[src/rtl/hex_codec_pkg.sv]
// Shared constants, state type and one-hot helper for the hex encode/decode blocks.
package hex_codec_pkg;

    localparam int unsigned IN_W  = 4;
    localparam int unsigned OUT_W = 16;

    typedef enum logic {
        S_PASS,
        S_SWEEP
    } dec_state_t;

    // One-hot word with bit[code] set.
    function automatic logic [OUT_W-1:0] onehot_of(input logic [IN_W-1:0] code);
        logic [OUT_W-1:0] word;
        word       = '0;
        word[code] = 1'b1;
        return word;
    endfunction

endpackage

[src/rtl/hs_reg_slice.sv]
// Single-entry valid/ready register slice. Data holds its last value once drained.
module hs_reg_slice #(
    parameter int unsigned W = 8
) (
    input  logic         clk,
    input  logic         rst_n,
    input  logic         in_valid,
    output logic         in_ready,
    input  logic [W-1:0] in_data,
    output logic         out_valid,
    input  logic         out_ready,
    output logic [W-1:0] out_data
);

    logic         valid_q;
    logic [W-1:0] data_q;

    // Slot is free when empty or being drained this cycle.
    assign in_ready  = !valid_q || out_ready;
    assign out_valid = valid_q;
    assign out_data  = data_q;

    // Load on accept; otherwise drop valid when the word is taken.
    always_ff @(posedge clk) begin
        if (!rst_n) begin
            valid_q <= 1'b0;
            data_q  <= '0;
        end else if (in_valid && in_ready) begin
            valid_q <= 1'b1;
            data_q  <= in_data;
        end else if (out_ready) begin
            valid_q <= 1'b0;
        end
    end

endmodule

[src/rtl/hex_onehot_decoder_seq.sv]
// Registered 4-bit code to 16-bit one-hot decoder with valid/ready on both sides
// and a built-in 0..15 sweep generator for self-test.
module hex_onehot_decoder_seq
    import hex_codec_pkg::*;
#(
    parameter int unsigned SWEEP_EN = 1
) (
    input  logic             clk,
    input  logic             rst_n,
    input  logic             in_valid,
    output logic             in_ready,
    input  logic [IN_W-1:0]  in_code,
    input  logic             in_en,
    output logic             out_valid,
    input  logic             out_ready,
    output logic [OUT_W-1:0] out_onehot,
    output logic [IN_W-1:0]  out_code,
    input  logic             sweep_start,
    output logic             sweep_busy,
    output logic             sweep_done
);

    localparam bit              SweepOn  = (SWEEP_EN != 0);
    localparam logic [IN_W-1:0] LastCode = IN_W'(OUT_W - 1);

    dec_state_t      state_q, state_d;
    logic [IN_W-1:0] cnt_q, cnt_d;
    logic            done_q, done_d;

    logic             slot_free;
    logic             load;
    logic [IN_W-1:0]  load_code;
    logic [OUT_W-1:0] load_onehot;
    logic [IN_W-1:0]  cnt_nxt;

    assign cnt_nxt = cnt_q + 1'b1;

    // Next state, sweep counter and what (if anything) goes into the output slice.
    always_comb begin
        state_d     = state_q;
        cnt_d       = cnt_q;
        done_d      = 1'b0;
        load        = 1'b0;
        load_code   = in_code;
        load_onehot = '0;
        in_ready    = 1'b0;
        unique case (state_q)
            S_PASS: begin
                if (SweepOn && sweep_start && slot_free) begin
                    // Sweep wins over a simultaneous input; code 0 goes out first.
                    state_d     = S_SWEEP;
                    cnt_d       = '0;
                    load        = 1'b1;
                    load_code   = '0;
                    load_onehot = onehot_of('0);
                end else begin
                    in_ready    = slot_free;
                    load        = in_valid && slot_free;
                    load_code   = in_code;
                    load_onehot = in_en ? onehot_of(in_code) : '0;
                end
            end
            S_SWEEP: begin
                if (out_valid && out_ready) begin
                    if (cnt_q == LastCode) begin
                        state_d = S_PASS;
                        cnt_d   = '0;
                        done_d  = 1'b1;
                    end else begin
                        cnt_d       = cnt_nxt;
                        load        = 1'b1;
                        load_code   = cnt_nxt;
                        load_onehot = onehot_of(cnt_nxt);
                    end
                end
            end
            default: state_d = S_PASS;
        endcase
    end

    // FSM state, sweep counter and done pulse.
    always_ff @(posedge clk) begin
        if (!rst_n) begin
            state_q <= S_PASS;
            cnt_q   <= '0;
            done_q  <= 1'b0;
        end else begin
            state_q <= state_d;
            cnt_q   <= cnt_d;
            done_q  <= done_d;
        end
    end

    assign sweep_busy = SweepOn && (state_q == S_SWEEP);
    assign sweep_done = done_q;

    hs_reg_slice #(
        .W(IN_W + OUT_W)
    ) u_out_slice (
        .clk      (clk),
        .rst_n    (rst_n),
        .in_valid (load),
        .in_ready (slot_free),
        .in_data  ({load_code, load_onehot}),
        .out_valid(out_valid),
        .out_ready(out_ready),
        .out_data ({out_code, out_onehot})
    );

endmodule

[config.mk]
export PLATFORM = sky130hd
export DESIGN_NAME = hex_onehot_decoder_seq
export DESIGN_NICKNAME = d
export VERILOG_FILES = /design/src/rtl/hex_codec_pkg.sv /design/src/rtl/hs_reg_slice.sv /design/src/rtl/hex_onehot_decoder_seq.sv
export SDC_FILE = /design/constraint.sdc
export NUM_CORES = 1
export LEC_CHECK = 0
export BUFFER_PORTS_ARGS = -buffer_cell sky130_fd_sc_hd__buf_4
export CAP_MARGIN = 25
export CORE_MARGIN = 2
export CORE_UTILIZATION = 53
export DETAILED_ROUTE_END_ITERATION = 12
export HOLD_SLACK_MARGIN = 0.08
export PLACE_DENSITY = 0.9
export SYNTH_ARGS = -nofsm -noshare
export SYNTH_HDL_FRONTEND = slang
export SYNTH_SLANG_ARGS = --single-unit
[constraint.sdc]
create_clock -name clk -period 2.9 [get_ports clk]
set_input_delay 0.29 -clock clk [delete_from_list [all_inputs] [get_ports clk]]
set_output_delay 0.29 -clock clk [all_outputs]
set_load 0.02 [all_outputs]
==> impl_metrics.tcl, run 1 <==
set metrics [dict create \
    max_cap_viol_count 0 \
    route.antenna.remaining_nets 0 \
    final_nets 233 \
    syn_nets 205 \
    synth.cell_area_mm2 0.001521 \
    cp-end-kind "flop" \
    fp.dieW_um 57.58 \
    row_count 19 \
    hold_buffers 0 \
    antenna_found_initial 0 \
    synthCells 190 \
    wire_per_inst_um 15.01 \
    clockRootBuffer "clkbuf_4" \
    synth_cell_types 42 \
    dr.pass1.iters 4 \
    grt_pass1_vias 1371 \
    core_mm2 0.002734 \
    cts_buffers 3 \
    start_util_pct 55.65 \
    synth_area_leader_cell "dfxtp_1" \
    gp_congestion 0.9723 \
    drv_slew 0 \
    period_share_pct 72.86 \
    async_reset_ff_share_pct 0 \
    dp_hpwl_um 2821 \
    via_count 1509 \
    dieArea_mm2 0.003315 \
    drive_gt1_share_pct 20.74 \
    cts.sinks 27 \
    powerDensity_mw_per_mm2 445.9 \
    crit_fanout 19 \
    postLayoutCoreUtil_pct 65.03 \
    fillCellCount 242 \
    netlist_top_cells_area "dfxtp_1, nand2_1, a31oi_1" \
    finalSetupViolations 0 \
    tightest_slew_ns 0.7092 \
    fin_tns_setup_ns 0 \
    ys_seq_elements 27 \
    synth_most_common_cell "dfxtp_1" \
    seqCellArea_um2 540.5 \
    cp-startpoint "cnt_q[0]" \
    dpl_cell_area_mm2 0.001748 \
    pin_count 34 \
    diodes 0 \
    syn2layout_area_growth_pct 16.86 \
    crit_type "flop to flop" \
    max_clock_freq_mhz 473.3 \
    cts_resized 0 \
    rsz0062_at_grt "false" \
    ys_seq_area_share_pct 35.53 \
    drt-initial-drc-count 67 \
    syn_avg_cell_area_um2 8.008 \
    r2r-start "cnt_q[0]" \
    hp-start "in_code[1]" \
    drcViolationCount 0 \
    total_power_mw 0.7927 \
    clockBufferDepth 2 \
    cp_data_arrival_time_ns 2.37 \
    vdd_ir_drop_max_mv 0.2783 \
    grt_pass1_wl_um 6203 \
    die_y_um 57.58 \
    yosysTopAreaCellShare_pct 35.53 \
    cts_setup_buffers 0 \
    grt-ovfl-total 0 \
    startpoint_type "flop" \
    leakage_nw 0.6799 \
    yosys_warnings 0 \
    finalHoldViolations 0 \
    synth_ff_type "dfxtp_1" \
    totalWireLength_um 3722 \
    place_ws_ns 0.8461 \
    relSlewSlack_pct 52.08 \
    min_path_type "input pin to flop" \
    clk_pin_slew_ns 0.15 \
    fin_worst_skew_ns 0.006739 \
    cp.required_ns 3.16 \
    grt_max_degree 30 \
    clk_latency_ns 0.33 \
    synth_edf_count 0 \
    postLayoutCellArea_mm2 0.001778 \
    cts_tree "built" \
    period_needed_ns 2.113 \
    post_drt_via_cell_ratio 6.085 \
    status "complete, no violations" \
    layout_setup_ws_ns 0.7872 \
    synthTopCellsByCount "dfxtp_1, nand2_1, o21ai_0, a31oi_1, nand3_1" \
    htree_levels 1 \
    grt_usage_pct 23.65 \
    multi_input_comb_area_um2 890.9 \
    numPortBuffers 33 \
]
[critical path, cell delays in order, from the launching register on]
cell	delay, ns
dfxtp_1	0.43
ha_1	0.31
and3_1	0.28
o32ai_4	0.39
buf_4	0.33
o21ai_0	0.11
a41oi_1	0.20
[worst paths after layout]
path | to | slack [ns] | cells after the start
min | u_out_slice.out_data[17] | 0.28 | 3
max reg2reg | u_out_slice.out_data[0] | 0.79 | 6
min reg2reg | u_out_slice.out_data[18] | 0.49 | 2
max | u_out_slice.out_data[0] | 0.79 | 6
[power breakdown]
part           switching (mW)  internal (mW)
clock network           0.115         0.0527
logic                   0.118         0.0847
registers              0.0214          0.401
total                   0.254          0.538
[through the flow]
step                      cells  hold slack (ns)
after floorplan             190           0.4652
after CTS                   248           0.2790
after global placement      244           0.4737
final                       248           0.2847
after detailed placement    244           0.4667
after global routing        248           0.3012
[registers in the layout, indices dropped and copies added, names as in the netlist]
signal and flops:
u_out_slice.out_valid 1, u_out_slice.out_data 20, cnt_q 4, sweep_done 1
sweep_busy 1
[metal layers]
layer / share of wire [%] / GRT usage [%]
met5: 0 / 0
met1: 44 / 31.23
met4: 1.3 / 7.309
met3: 5.9 / 3.401
met2: 49 / 39.77
[logic make-up (layout without fill, tap and decap cells)]
family	count (synthesis)	after routing	share of synthesized area (%)
fa+ha+maj	5	5	4.112
flops	27	27	35.53
buf+inv	16	43	5.921
simple gates	81	81	28.54
compound gates	60	60	25.33
xor+xnor	1	1	0.5758
[final cells by class]
type                            count  share of cell area (%)
Inverter                            4                  0.8445
Multi-Input combinational cell    147                   50.11
Clock inverter                      1                  0.4222
Clock buffer                        3                   1.267
Tap cell                           31                   2.182
Sequential cell                    27                   30.40
Timing Repair Buffer               35                   14.78
[cells in the final DEF, fill, tap and decap left out, types with 2 or more instances in the layout]
cell       n
nand3b_1   2
o21ai_0   17
o211ai_1   2
a21oi_1    6
nand2_1   26
nor2_1    11
dfxtp_1   27
buf_4     35
a221oi_1   3
o22ai_1    2
ha_1       5
o21ai_1    6
nand2b_1   5
clkbuf_4   3
nand4_1    8
and3_1     4
nor4b_2    2
o21a_1     2
a31oi_1   15
nand3_1   12
inv_1      4
Power figures use the tool's default switching activity.
==> run 2: changes to the inputs <==
--- a/config.mk
+++ b/config.mk
@@ -8,10 +8,10 @@
 export BUFFER_PORTS_ARGS = -buffer_cell sky130_fd_sc_hd__buf_4
 export CAP_MARGIN = 25
 export CORE_MARGIN = 2
-export CORE_UTILIZATION = 53
+export CORE_UTILIZATION = 48
 export DETAILED_ROUTE_END_ITERATION = 12
 export HOLD_SLACK_MARGIN = 0.08
-export PLACE_DENSITY = 0.9
+export PLACE_DENSITY = 0.87
 export SYNTH_ARGS = -nofsm -noshare
 export SYNTH_HDL_FRONTEND = slang
 export SYNTH_SLANG_ARGS = --single-unit
==> constraint.sdc (replaced) <==
create_clock -name clk -period 1.9 [get_ports clk]
set_input_delay 0.19 -clock clk [delete_from_list [all_inputs] [get_ports clk]]
set_output_delay 0.19 -clock clk [all_outputs]
set_load 0.02 [all_outputs]
==> impl_metrics.tcl, run 2 (synthesized netlist as in run 1, its figures left out) <==
set metrics [dict create \
    final_common_cell "buf_4" \
    finalHoldViolations 0 \
    crit_type "flop to flop" \
    grt_pass1_vias 1424 \
    max_cap_viol_count 0 \
    drt-met1-wl_um 1655 \
    htree_levels 1 \
    drv_slew 0 \
    hp-start "in_code[0]" \
    hold_path_depth 4 \
    status "complete, no violations" \
    fin_tns_setup_ns 0 \
    min_path_type "input pin to flop" \
    period_needed_ns 1.680 \
    gp_congestion 0.8412 \
    hold_end "u_out_slice.out_data[8]" \
    cp_data_arrival_time_ns 1.92 \
    r2r_end "u_out_slice.out_data[16]" \
    period_share_pct 88.44 \
    hold_buffers 0 \
    diodes 0 \
    cts_resized 0 \
    crit_slowest_cell "dfxtp_1" \
    route.met2.wl_um 1617 \
    cts_buffers 3 \
    cp-end-kind "flop" \
    grt_usage_pct 21.37 \
    rsz0062_at_grt "false" \
    dp.cells 261 \
    clockRootBuffer "clkbuf_4" \
    topRoutingLayerUsed "met4" \
    pin_count 34 \
    place_ws_ns 0.2831 \
    row_count 20 \
    numPortBuffers 33 \
    fp.dieW_um 60.30 \
    start_util_pct 50.25 \
    drt-initial-drc-count 87 \
    dieArea_mm2 0.003636 \
    crit_chain "ha_1 > and3_1 > o32ai_4 > buf_12 > nor2_1 > a211oi_1" \
    path_delay_family "compound AO/OA/AOI/OAI gates" \
    final_cell_mix "buf_4, dfxtp_1, nand2_1" \
    core_mm2 0.003028 \
    dpl_cell_area_mm2 0.001807 \
    tightest_slew_ns 0.5087 \
    totalWireLength_um 3534 \
    slowest_delay_ns 0.35 \
    wire_per_inst_um 13.34 \
    cp.required_ns 2.14 \
    route.antenna.remaining_nets 0 \
    crit_fanout 35 \
    grt_max_degree 36 \
    final_nets 237 \
    post_drt_via_cell_ratio 5.747 \
    fin_worst_skew_ns 0.004297 \
    grt_pass1_wl_um 6009 \
    stdcell_count 265 \
    cts.sinks 27 \
    r2r_setup_slack_ns 0.22 \
    layout_setup_ws_ns 0.2197 \
    rr_worst_depth 6 \
    vdd_ir_drop_max_mv 0.3640 \
    crit_buf_inv 1 \
    r2r-start "cnt_q[0]" \
    clk_latency_ns 0.32 \
    antenna_found_initial 0 \
    dr_wl_met3_um 182 \
    clockBufferDepth 2 \
    dp_hpwl_um 2532 \
    largest_register_ffs 20 \
    cts_tree "built" \
    relSlewSlack_pct 66.00 \
    leakage_nw 0.7068 \
    finalSetupViolations 0 \
    drcViolationCount 0 \
    max_clock_freq_mhz 595.1 \
    clk_pin_slew_ns 0.14 \
    via_count 1523 \
    powerDensity_mw_per_mm2 662.3 \
    syn2layout_area_growth_pct 20.48 \
    startpoint_type "flop" \
    grt-ovfl-total 0 \
    cts_setup_buffers 0 \
    drive_gt1_share_pct 21.72 \
    postLayoutCellArea_mm2 0.001833 \
    dr.pass1.iters 4 \
    die_y_um 60.30 \
]
[run 2: cell count changes in the layout (fill, tap and decap cells not counted)]
cell | before | now
buf_12 | 0 | 1
clkinvlp_4 | 1 | 0
clkbuf_1 | 0 | 1
buf_4 | 35 | 38
[run 2: worst min-delay path: stages]
cell and delay [ns]:
buf_4 0.10, nor4b_2 0.06, nand2_1 0.05, a31oi_1 0.07
[run 2: worst max path at each step]
| stage | startpoint | endpoint | slack [ns] | depth (start not counted) |
|---|---|---|---|---|
| after floorplan | cnt_q[0] | u_out_slice.out_data[19] | 0.26 | 6 |
| after global placement | cnt_q[0] | u_out_slice.out_data[16] | 0.29 | 6 |
| after detailed placement | cnt_q[0] | u_out_slice.out_data[16] | 0.28 | 6 |
| after CTS | cnt_q[0] | u_out_slice.out_data[16] | 0.25 | 6 |
| after global routing | cnt_q[1] | u_out_slice.out_data[13] | 0.07 | 6 |
| final | cnt_q[0] | u_out_slice.out_data[16] | 0.22 | 6 |
[run 2: report_power, final]
group	internal, mW	switching [mW]	leakage [nW]
clock network	0.0822	0.167	0.0150
registers	0.612	0.0261	0.222
logic	0.140	0.187	0.470
total	0.834	0.380	0.707
[run 2: cell type report]
type | instances | area (µm²)
multi-input cells | 147 | 890.9
clock buffers | 4 | 26.28
fillers | 281 | 1195
well taps | 44 | 55.05
inverters | 4 | 15.01
repair buffers | 39 | 305.3
flip-flops and latches | 27 | 540.5
[run 2: metal layers]
layer | GRT usage (%) | vias up
li1 | - | 767
met1 | 27.76 | 693
met2 | 35.87 | 53
met3 | 1.948 | 10
met4 | 9.524 | 0
met5 | 0 | -
[run 2: metrics by stage]
step / hold slack (ns) / util (%) / total power, mW
finish: 0.1891 / 60.54 / 1.214
global route: 0.2092 / 60.54 / 1.273
CTS: 0.1867 / 60.54 / 1.214
detailed placement: 0.4637 / 59.67 / 0.9763
global placement: 0.4675 / 59.67 / 0.9721
floorplan: 0.3652 / - / 0.8521
